[src/rtl/maxpool_drain_control_pkg.sv]
// Shared pooling-stage definitions: map geometry helpers and the pass FSM
// state encoding used by both the fill control and the drain control.
package maxpool_pkg;

  typedef enum logic [1:0] {
    POOL_IDLE  = 2'd0,
    POOL_DRAIN = 2'd1,
    POOL_DONE  = 2'd2
  } pool_state_e;

  function automatic int out_size_f(input int matrix_size);
    return matrix_size / 2;
  endfunction

  function automatic int map_words_f(input int matrix_size);
    int side;
    side = out_size_f(matrix_size);
    return side * side;
  endfunction

endpackage

[src/rtl/maxpool_drain_control_if.sv]
// Lane result handshake plus output-memory write port of the drain control.
interface maxpool_drain_control_if #(
  parameter int array_size = 9,
  parameter int data_width = 16,
  parameter int add_size   = 15
) ();

  logic [array_size-1:0]            pool_valid;
  logic [array_size*data_width-1:0] pool_data;
  logic [array_size-1:0]            pool_ready;
  logic                             wr_en;
  logic [add_size-1:0]              wr_addr;
  logic [data_width-1:0]            wr_data;
  logic                             wr_ready;

  modport master (
    input  pool_valid, pool_data, wr_ready,
    output pool_ready, wr_en, wr_addr, wr_data
  );

  modport slave (
    output pool_valid, pool_data, wr_ready,
    input  pool_ready, wr_en, wr_addr, wr_data
  );

endinterface

[src/rtl/maxpool_drain_control_rr_arbiter.sv]
// Round-robin lane arbiter: one-hot grant scanning from last_grant+1; the
// pointer only moves when the grant is actually consumed.
module rr_arbiter #(
  parameter int n_req = 9,
  parameter int idx_w = $clog2(n_req)
) (
  input  logic             clk,
  input  logic             reset,
  input  logic             restart,
  input  logic             advance,
  input  logic [n_req-1:0] req,
  output logic [n_req-1:0] gnt,
  output logic [idx_w-1:0] gnt_idx,
  output logic             gnt_valid
);

  logic [idx_w-1:0] last_grant_q, last_grant_d;

  always_comb begin
    int idx;
    idx       = 0;
    gnt       = '0;
    gnt_idx   = '0;
    gnt_valid = 1'b0;
    for (int k = 1; k <= n_req; k++) begin
      idx = (int'(last_grant_q) + k) % n_req;
      if (!gnt_valid && req[idx]) begin
        gnt_valid = 1'b1;
        gnt_idx   = idx_w'(idx);
        gnt[idx]  = 1'b1;
      end
    end

    last_grant_d = last_grant_q;
    if (restart)
      last_grant_d = idx_w'(n_req - 1);
    else if (advance && gnt_valid)
      last_grant_d = gnt_idx;
  end

  always_ff @(posedge clk or negedge reset) begin
    if (!reset)
      last_grant_q <= idx_w'(n_req - 1);
    else
      last_grant_q <= last_grant_d;
  end

endmodule

[src/rtl/maxpool_drain_control.sv]
// Drains one pooled result per window from each maxpool lane into a 1-deep
// hold register and writes them round-robin to the output feature-map buffer.
//
// state | meaning
// IDLE  | after reset, waiting for start
// DRAIN | accepting lane results and issuing writes
// DONE  | every lane written and last write accepted; waits for start
module maxpool_drain_control
  import maxpool_pkg::*;
#(
  parameter int matrix_size = 24,
  parameter int add_size    = 15,
  parameter int array_size  = 9,
  parameter int data_width  = 16
) (
  input  logic                      clk,
  input  logic                      reset,
  input  logic                      start,
  input  logic [add_size-1:0]       start_addr,
  maxpool_drain_control_if.master   bus,
  output logic [array_size-1:0]     lane_done,
  output logic                      busy,
  output logic                      done
);

  localparam int MAP_WORDS = map_words_f(matrix_size);
  localparam int CNT_W     = $clog2(MAP_WORDS + 1);
  localparam int IDX_W     = $clog2(array_size);

  localparam logic [1:0] ST_IDLE  = POOL_IDLE;
  localparam logic [1:0] ST_DRAIN = POOL_DRAIN;
  localparam logic [1:0] ST_DONE  = POOL_DONE;

  logic [1:0]                                state_q, state_d;
  logic [add_size-1:0]                       base_q, base_d;
  logic [array_size-1:0]                     hold_valid_q, hold_valid_d;
  logic [array_size-1:0][data_width-1:0]     hold_data_q, hold_data_d;
  logic [array_size-1:0][CNT_W-1:0]          count_q, count_d;
  logic [array_size-1:0]                     lane_done_q, lane_done_d;
  logic                                      wr_en_q, wr_en_d;
  logic [add_size-1:0]                       wr_addr_q, wr_addr_d;
  logic [data_width-1:0]                     wr_data_q, wr_data_d;

  logic                  in_drain;
  logic                  slot_free;
  logic                  start_acc;
  logic                  issue;
  logic [array_size-1:0] pool_ready;
  logic [array_size-1:0] gnt;
  logic [IDX_W-1:0]      gnt_idx;
  logic                  gnt_valid;

  assign in_drain   = (state_q == ST_DRAIN);
  assign slot_free  = !wr_en_q || bus.wr_ready;
  assign start_acc  = start && !in_drain;
  assign issue      = in_drain && slot_free && gnt_valid;
  assign pool_ready = in_drain ? (~hold_valid_q & ~lane_done_q) : '0;

  rr_arbiter #(
    .n_req (array_size),
    .idx_w (IDX_W)
  ) u_arb (
    .clk       (clk),
    .reset     (reset),
    .restart   (start_acc),
    .advance   (issue),
    .req       (hold_valid_q),
    .gnt       (gnt),
    .gnt_idx   (gnt_idx),
    .gnt_valid (gnt_valid)
  );

  always_comb begin
    state_d      = state_q;
    base_d       = base_q;
    hold_valid_d = hold_valid_q;
    hold_data_d  = hold_data_q;
    count_d      = count_q;
    lane_done_d  = lane_done_q;
    wr_en_d      = wr_en_q;
    wr_addr_d    = wr_addr_q;
    wr_data_d    = wr_data_q;

    case (state_q)
      ST_IDLE, ST_DONE: begin
        if (start) begin
          state_d      = ST_DRAIN;
          base_d       = start_addr;
          hold_valid_d = '0;
          hold_data_d  = '0;
          count_d      = '0;
          lane_done_d  = '0;
          wr_en_d      = 1'b0;
        end
      end
      ST_DRAIN: begin
        for (int i = 0; i < array_size; i++) begin
          if (bus.pool_valid[i] && pool_ready[i]) begin
            hold_valid_d[i] = 1'b1;
            hold_data_d[i]  = bus.pool_data[i*data_width +: data_width];
          end
        end
        // A granted lane is never ready in the same cycle, so capture and
        // grant cannot collide on one hold register.
        if (issue) begin
          hold_valid_d     = hold_valid_d & ~gnt;
          count_d[gnt_idx] = count_q[gnt_idx] + CNT_W'(1);
          if (count_q[gnt_idx] == CNT_W'(MAP_WORDS - 1))
            lane_done_d[gnt_idx] = 1'b1;
          wr_en_d   = 1'b1;
          wr_addr_d = base_q + add_size'(int'(gnt_idx) * MAP_WORDS)
                             + add_size'(count_q[gnt_idx]);
          wr_data_d = hold_data_q[gnt_idx];
        end else if (bus.wr_ready) begin
          wr_en_d = 1'b0;
        end
        if ((&lane_done_q) && !wr_en_q)
          state_d = ST_DONE;
      end
      default: state_d = ST_IDLE;
    endcase
  end

  always_ff @(posedge clk or negedge reset) begin
    if (!reset) begin
      state_q      <= ST_IDLE;
      base_q       <= '0;
      hold_valid_q <= '0;
      hold_data_q  <= '0;
      count_q      <= '0;
      lane_done_q  <= '0;
      wr_en_q      <= 1'b0;
      wr_addr_q    <= '0;
      wr_data_q    <= '0;
    end else begin
      state_q      <= state_d;
      base_q       <= base_d;
      hold_valid_q <= hold_valid_d;
      hold_data_q  <= hold_data_d;
      count_q      <= count_d;
      lane_done_q  <= lane_done_d;
      wr_en_q      <= wr_en_d;
      wr_addr_q    <= wr_addr_d;
      wr_data_q    <= wr_data_d;
    end
  end

  assign bus.pool_ready = pool_ready;
  assign bus.wr_en      = wr_en_q;
  assign bus.wr_addr    = wr_addr_q;
  assign bus.wr_data    = wr_data_q;
  assign lane_done      = lane_done_q;
  assign busy           = in_drain;
  assign done           = (state_q == ST_DONE);

endmodule

[src/flat_wrapper.sv]
// flat-port wrapper written by rule: the top's interface ports become plain ports
module maxpool_drain_control_flat import maxpool_pkg::*;
#(
  parameter int matrix_size = 24,
  parameter int add_size    = 15,
  parameter int array_size  = 9,
  parameter int data_width  = 16
)
  (clk, reset, start, start_addr, lane_done, busy, done, bus_pool_valid, bus_pool_data, bus_wr_ready, bus_pool_ready, bus_wr_en, bus_wr_addr, bus_wr_data);
  maxpool_drain_control_if #(.array_size(array_size), .data_width(data_width), .add_size(add_size)) bus_i ();
  input  logic clk;
  input  logic reset;
  input  logic start;
  input  logic [add_size-1:0] start_addr;
  output logic [array_size-1:0] lane_done;
  output logic busy;
  output logic done;
  input wire logic [$bits(bus_i.pool_valid)-1:0] bus_pool_valid;
  input wire logic [$bits(bus_i.pool_data)-1:0] bus_pool_data;
  input wire logic [$bits(bus_i.wr_ready)-1:0] bus_wr_ready;
  output wire logic [$bits(bus_i.pool_ready)-1:0] bus_pool_ready;
  output wire logic [$bits(bus_i.wr_en)-1:0] bus_wr_en;
  output wire logic [$bits(bus_i.wr_addr)-1:0] bus_wr_addr;
  output wire logic [$bits(bus_i.wr_data)-1:0] bus_wr_data;
  assign bus_i.pool_valid = bus_pool_valid;
  assign bus_i.pool_data = bus_pool_data;
  assign bus_i.wr_ready = bus_wr_ready;
  assign bus_pool_ready = bus_i.pool_ready;
  assign bus_wr_en = bus_i.wr_en;
  assign bus_wr_addr = bus_i.wr_addr;
  assign bus_wr_data = bus_i.wr_data;
  maxpool_drain_control #(.matrix_size(matrix_size), .add_size(add_size), .array_size(array_size), .data_width(data_width)) u_core (.clk(clk), .reset(reset), .start(start), .start_addr(start_addr), .bus(bus_i), .lane_done(lane_done), .busy(busy), .done(done));
endmodule
[config.mk]
export PLATFORM = sky130hd
export DESIGN_NAME = maxpool_drain_control_flat
export DESIGN_NICKNAME = d
export VERILOG_FILES = /design/src/rtl/maxpool_drain_control_pkg.sv /design/src/rtl/maxpool_drain_control_if.sv /design/src/rtl/maxpool_drain_control_rr_arbiter.sv /design/src/rtl/maxpool_drain_control.sv /design/src/flat_wrapper.sv
export SDC_FILE = /design/constraint.sdc
export NUM_CORES = 1
export LEC_CHECK = 0
export BUFFER_PORTS_ARGS = -buffer_cell sky130_fd_sc_hd__buf_2
export CORE_ASPECT_RATIO = 0.8
export CORE_UTILIZATION = 45
export DETAILED_ROUTE_END_ITERATION = 8
export SLEW_MARGIN = 0
export SYNTH_ARGS = -nofsm -noshare
export SYNTH_HDL_FRONTEND = slang
export SYNTH_SLANG_ARGS = --single-unit
[constraint.sdc]
create_clock -name clk -period 14.7 [get_ports clk]
set_input_delay 2.94 -clock clk [delete_from_list [all_inputs] [get_ports clk]]
set_output_delay 2.94 -clock clk [all_outputs]
set_load 0.1 [all_outputs]
==> key figures <==
Routing
  • Final wirelength: 83.7 mm
  • DR pass1 iterations: 5
  • Initial DRC count: 2,927
  • Via-per-instance ratio: 6.42
  • Via count: between 20k and 25k
  • Final ANT Viol Nets: 0
  • DRC viols: 0
  • Average wire per standard cell: 24.9 um

Floorplan
  • Die H: 198 um
  • Ports: 224
  • Die X-Extent: 247 um
  • Die footprint: 48,900 um2
  • Initial Utilization: 45.8%
  • CORE AREA: around 47,000 um2
  • Std cell rows: 71

CTS
  • TritonCTS clock tree: done
  • Setup Fix Bufs, Post-CTS: 0
  • Clock Tree Root: clkbuf_16
  • # resized after CTS: 0
  • H-tree levels: 1
  • Clock Path Buffers: 3
  • Worst skew pair latency: 570 ps
  • Post-CTS Hold Fix Bufs: 0
  • CTS buffer count: 29
  • Clock sink count: 287
  • Clock slew at reported path FFs: 70 ps

Yosys
  • Netlist Area Pre-Place: 21,600 um2
  • Syn Area/Cell: ~8.3 um2
  • Synth warnings: 0
  • Synth Flop Type: dfrtp_1
  • Yosys top cell area share: 33.1%
  • Syn nets: 2,842
  • Leading area contributor after synthesis: dfrtp_1
  • Post-synth cell types: 120
  • Yosys reg bits: 287
  • Cells after Synth: 2,588
  • EDFF count, synth: 0
  • Ranking of synthesized cells by area: dfrtp_1 33%, nand2_1 10%, o21ai_0 5.5%
  • Post-synthesis sequential area ratio: 33.3%
  • Fraction of registers with async set/reset: 100%

Worst setup path
  • Crit. Startpoint: u_core.u_arb.last_grant_q[1]
  • Startpoint Class: flop
  • CP endpoint kind: flop
  • Crit-path leading delay family: compound AO/OA/AOI/OAI gates
  • R2R setup slack: 2350 ps
  • Critical R2R Launch: u_core.u_arb.last_grant_q[1]
  • WP data required: 15,130 ps
  • Critical path's largest stage delay: 590 ps
  • Critical path buffer and inverter count: 9
  • Crit Path Class: reg -> reg
  • Crit Path Max Fanout: 38
  • CP arrival: 12,780 ps
  • R2R depth: 43
  • Slowest-stage cell, CP: o2111ai_1
  • Reg2reg end: u_core.bus.wr_addr[14]

Placed design
  • Hpwl dp: ~63 mm
  • Number of I/O port buffers: 223
  • RePlAce Congestion: 1.04

Finish
  • Share of cells above drive strength 1: 16.7%
  • Nets: 2,973
  • Synth-to-Final Area Change: 11.2%
  • Antenna cells: 0
  • Layout fillers: 4,514

Global route
  • Met1 usage: a little under three fifths
  • GRT Overall Usage: 33.5%
  • Initial antenna violation count: 2
  • Largest net degree at the start of global routing: 178
  • Met3 usage: 9.57%
  • Vias in the first global route: between 15k and 20k
  • GR peak layer: met1
  • Gr ovfl total: 0
  • First-pass GRT wire length: 124 mm
  • GR Layer Usage met2: 40.9%

Timing
  • RSZ-0062 raised after global routing: no
  • Hold Fails Final Rpt: 0
  • Final Max Slew Viols: 0
  • Slew HR: around an eighth
  • Fmax: 0.0810 GHz
  • Setup violators final: 0
  • Final Skew: 27.3 ps
  • Worst Tran Pin Value: 1300 ps
  • Fin crit period: roughly 12,000 ps
  • Setup_tns: 0 ps
  • Period Utilization, post-route: 84.0%

Min path
  • HP Start: u_core.hold_data_q[34]
  • Worst min-delay path endpoint: u_core.hold_data_q[34]
  • Hold crit path type: reg -> reg
  • WHS Path Cells: 2

Outcome
  • Status: finished clean

Job
  • Max-cap check violation count: 0
==> layout make-up <==
| class | instances | area [um2] | share of cell area [%] |
|---|---|---|---|
| well taps | 620 | 776 | 3.23 |
| clock buffers | 40 | 787 | 3.27 |
| repair buffers | 262 | 1430 | 5.96 |
| clock inverters | 13 | 114 | 0.474 |
| flip-flops and latches | 287 | 7190 | 29.9 |
| inverters | 63 | 239 | 0.994 |
| multi-input cells | 2076 | 13500 | 56.2 |
==> through the flow <==
step / worst slack [ps] / cell area [um2] / cells / hold WS [ps] / util (%)
floorplan: 4450 / 21600 / 2588 / 443 / -
global placement: 3000 / 23100 / 3308 / 457 / 49.0
detailed placement: 2540 / 23100 / 3308 / 462 / 49.0
CTS: 2530 / 24000 / 3361 / 479 / 50.9
global route: 1540 / 24000 / 3361 / 495 / 50.9
finish: 2350 / 24000 / 3361 / 475 / 50.9
==> layer usage <==
layer / share of wire (%) / vias up
met4: 1.1 / 2
met5: 0.014 / -
li1: - / 9680
met2: 38 / 1135
met3: 12 / 87
met1: 49 / 10671
==> registers in the layout, summed over array words and instances (netlist names) <==
signal,cells
u_core.state_q,2
u_core.count_q,72
u_core.base_q,15
u_core.bus.wr_en,1
u_core.bus.wr_data,16
u_core.u_arb.last_grant_q,4
u_core.lane_done,9
u_core.hold_data_q,144
u_core.bus.wr_addr,15
u_core.hold_valid_q,9
==> synthesized netlist by cell type, types with 12 or more instances <==
cell type / n
nor2b_1: 23
mux4_2: 46
inv_1: 52
xnor2_1: 37
nand2_1: 584
buf_1: 23
o21bai_1: 13
ha_1: 77
clkbuf_1: 99
nor2_1: 132
nand4_1: 22
a211oi_1: 17
o21ai_1: 26
a211o_1: 13
xor2_1: 12
a21o_1: 19
o31ai_1: 22
and3_1: 26
or3_1: 17
a22oi_1: 30
o21ai_0: 236
dfrtp_1: 286
nor3b_1: 14
and2_1: 19
o211ai_1: 24
buf_2: 24
nor3_1: 62
mux2i_1: 51
nand3_1: 77
a22o_1: 14
mux2_2: 15
nand2b_1: 35
o22ai_1: 18
a21oi_1: 81
a31oi_1: 40
==> placed cells by master (no fill, tap or decap), types with 19 or more instances in the layout <==
| cell type | count |
|---|---|
| and3_1 | 26 |
| o31ai_1 | 22 |
| nand2_1 | 584 |
| nand4_1 | 22 |
| mux2i_1 | 51 |
| mux4_2 | 46 |
| o21ai_1 | 26 |
| and2_1 | 19 |
| nor2_1 | 131 |
| a22oi_1 | 30 |
| clkbuf_16 | 29 |
| a21o_1 | 19 |
| nor3_1 | 62 |
| o21ai_0 | 236 |
| nand2b_1 | 34 |
| xnor2_1 | 37 |
| dfrtp_1 | 285 |
| buf_2 | 222 |
| ha_1 | 77 |
| nand3_1 | 77 |
| inv_1 | 52 |
| nor2b_1 | 23 |
| buf_4 | 38 |
| a21oi_1 | 74 |
| a31oi_1 | 40 |
| o211ai_1 | 24 |
==> logic make-up (layout without fill, tap and decap cells) <==
family	Yosys count	count (layout)	synth area share, %
compound gates	731	731	23.3
other cells	1	1	0.0174
mux	118	118	8.32
xor+xnor	53	53	2.29
simple gates	1091	1091	23.4
flops	287	287	33.3
buf+inv	225	378	4.49
fa+ha+maj	82	82	4.92
==> worst max-delay path by stage <==
stage / endpoint / depth (start not counted)
2_1_floorplan: u_core.bus.wr_addr[14] / 47
3_3_place_gp: u_core.bus.wr_addr[14] / 42
3_5_place_dp: u_core.bus.wr_addr[14] / 43
4_1_cts: u_core.bus.wr_addr[14] / 43
5_1_grt: u_core.bus.wr_addr[14] / 43
6_report: u_core.bus.wr_addr[14] / 43
==> tightest hold or removal path, cell delays in order, from the launching register on <==
cell and delay [ps]:
dfrtp_1 340, nand2_1 40, o21ai_0 60
Power is left out: the tool's default activity adds up to more than one toggle a clock period on the data nets, which glitch-free logic cannot reach.
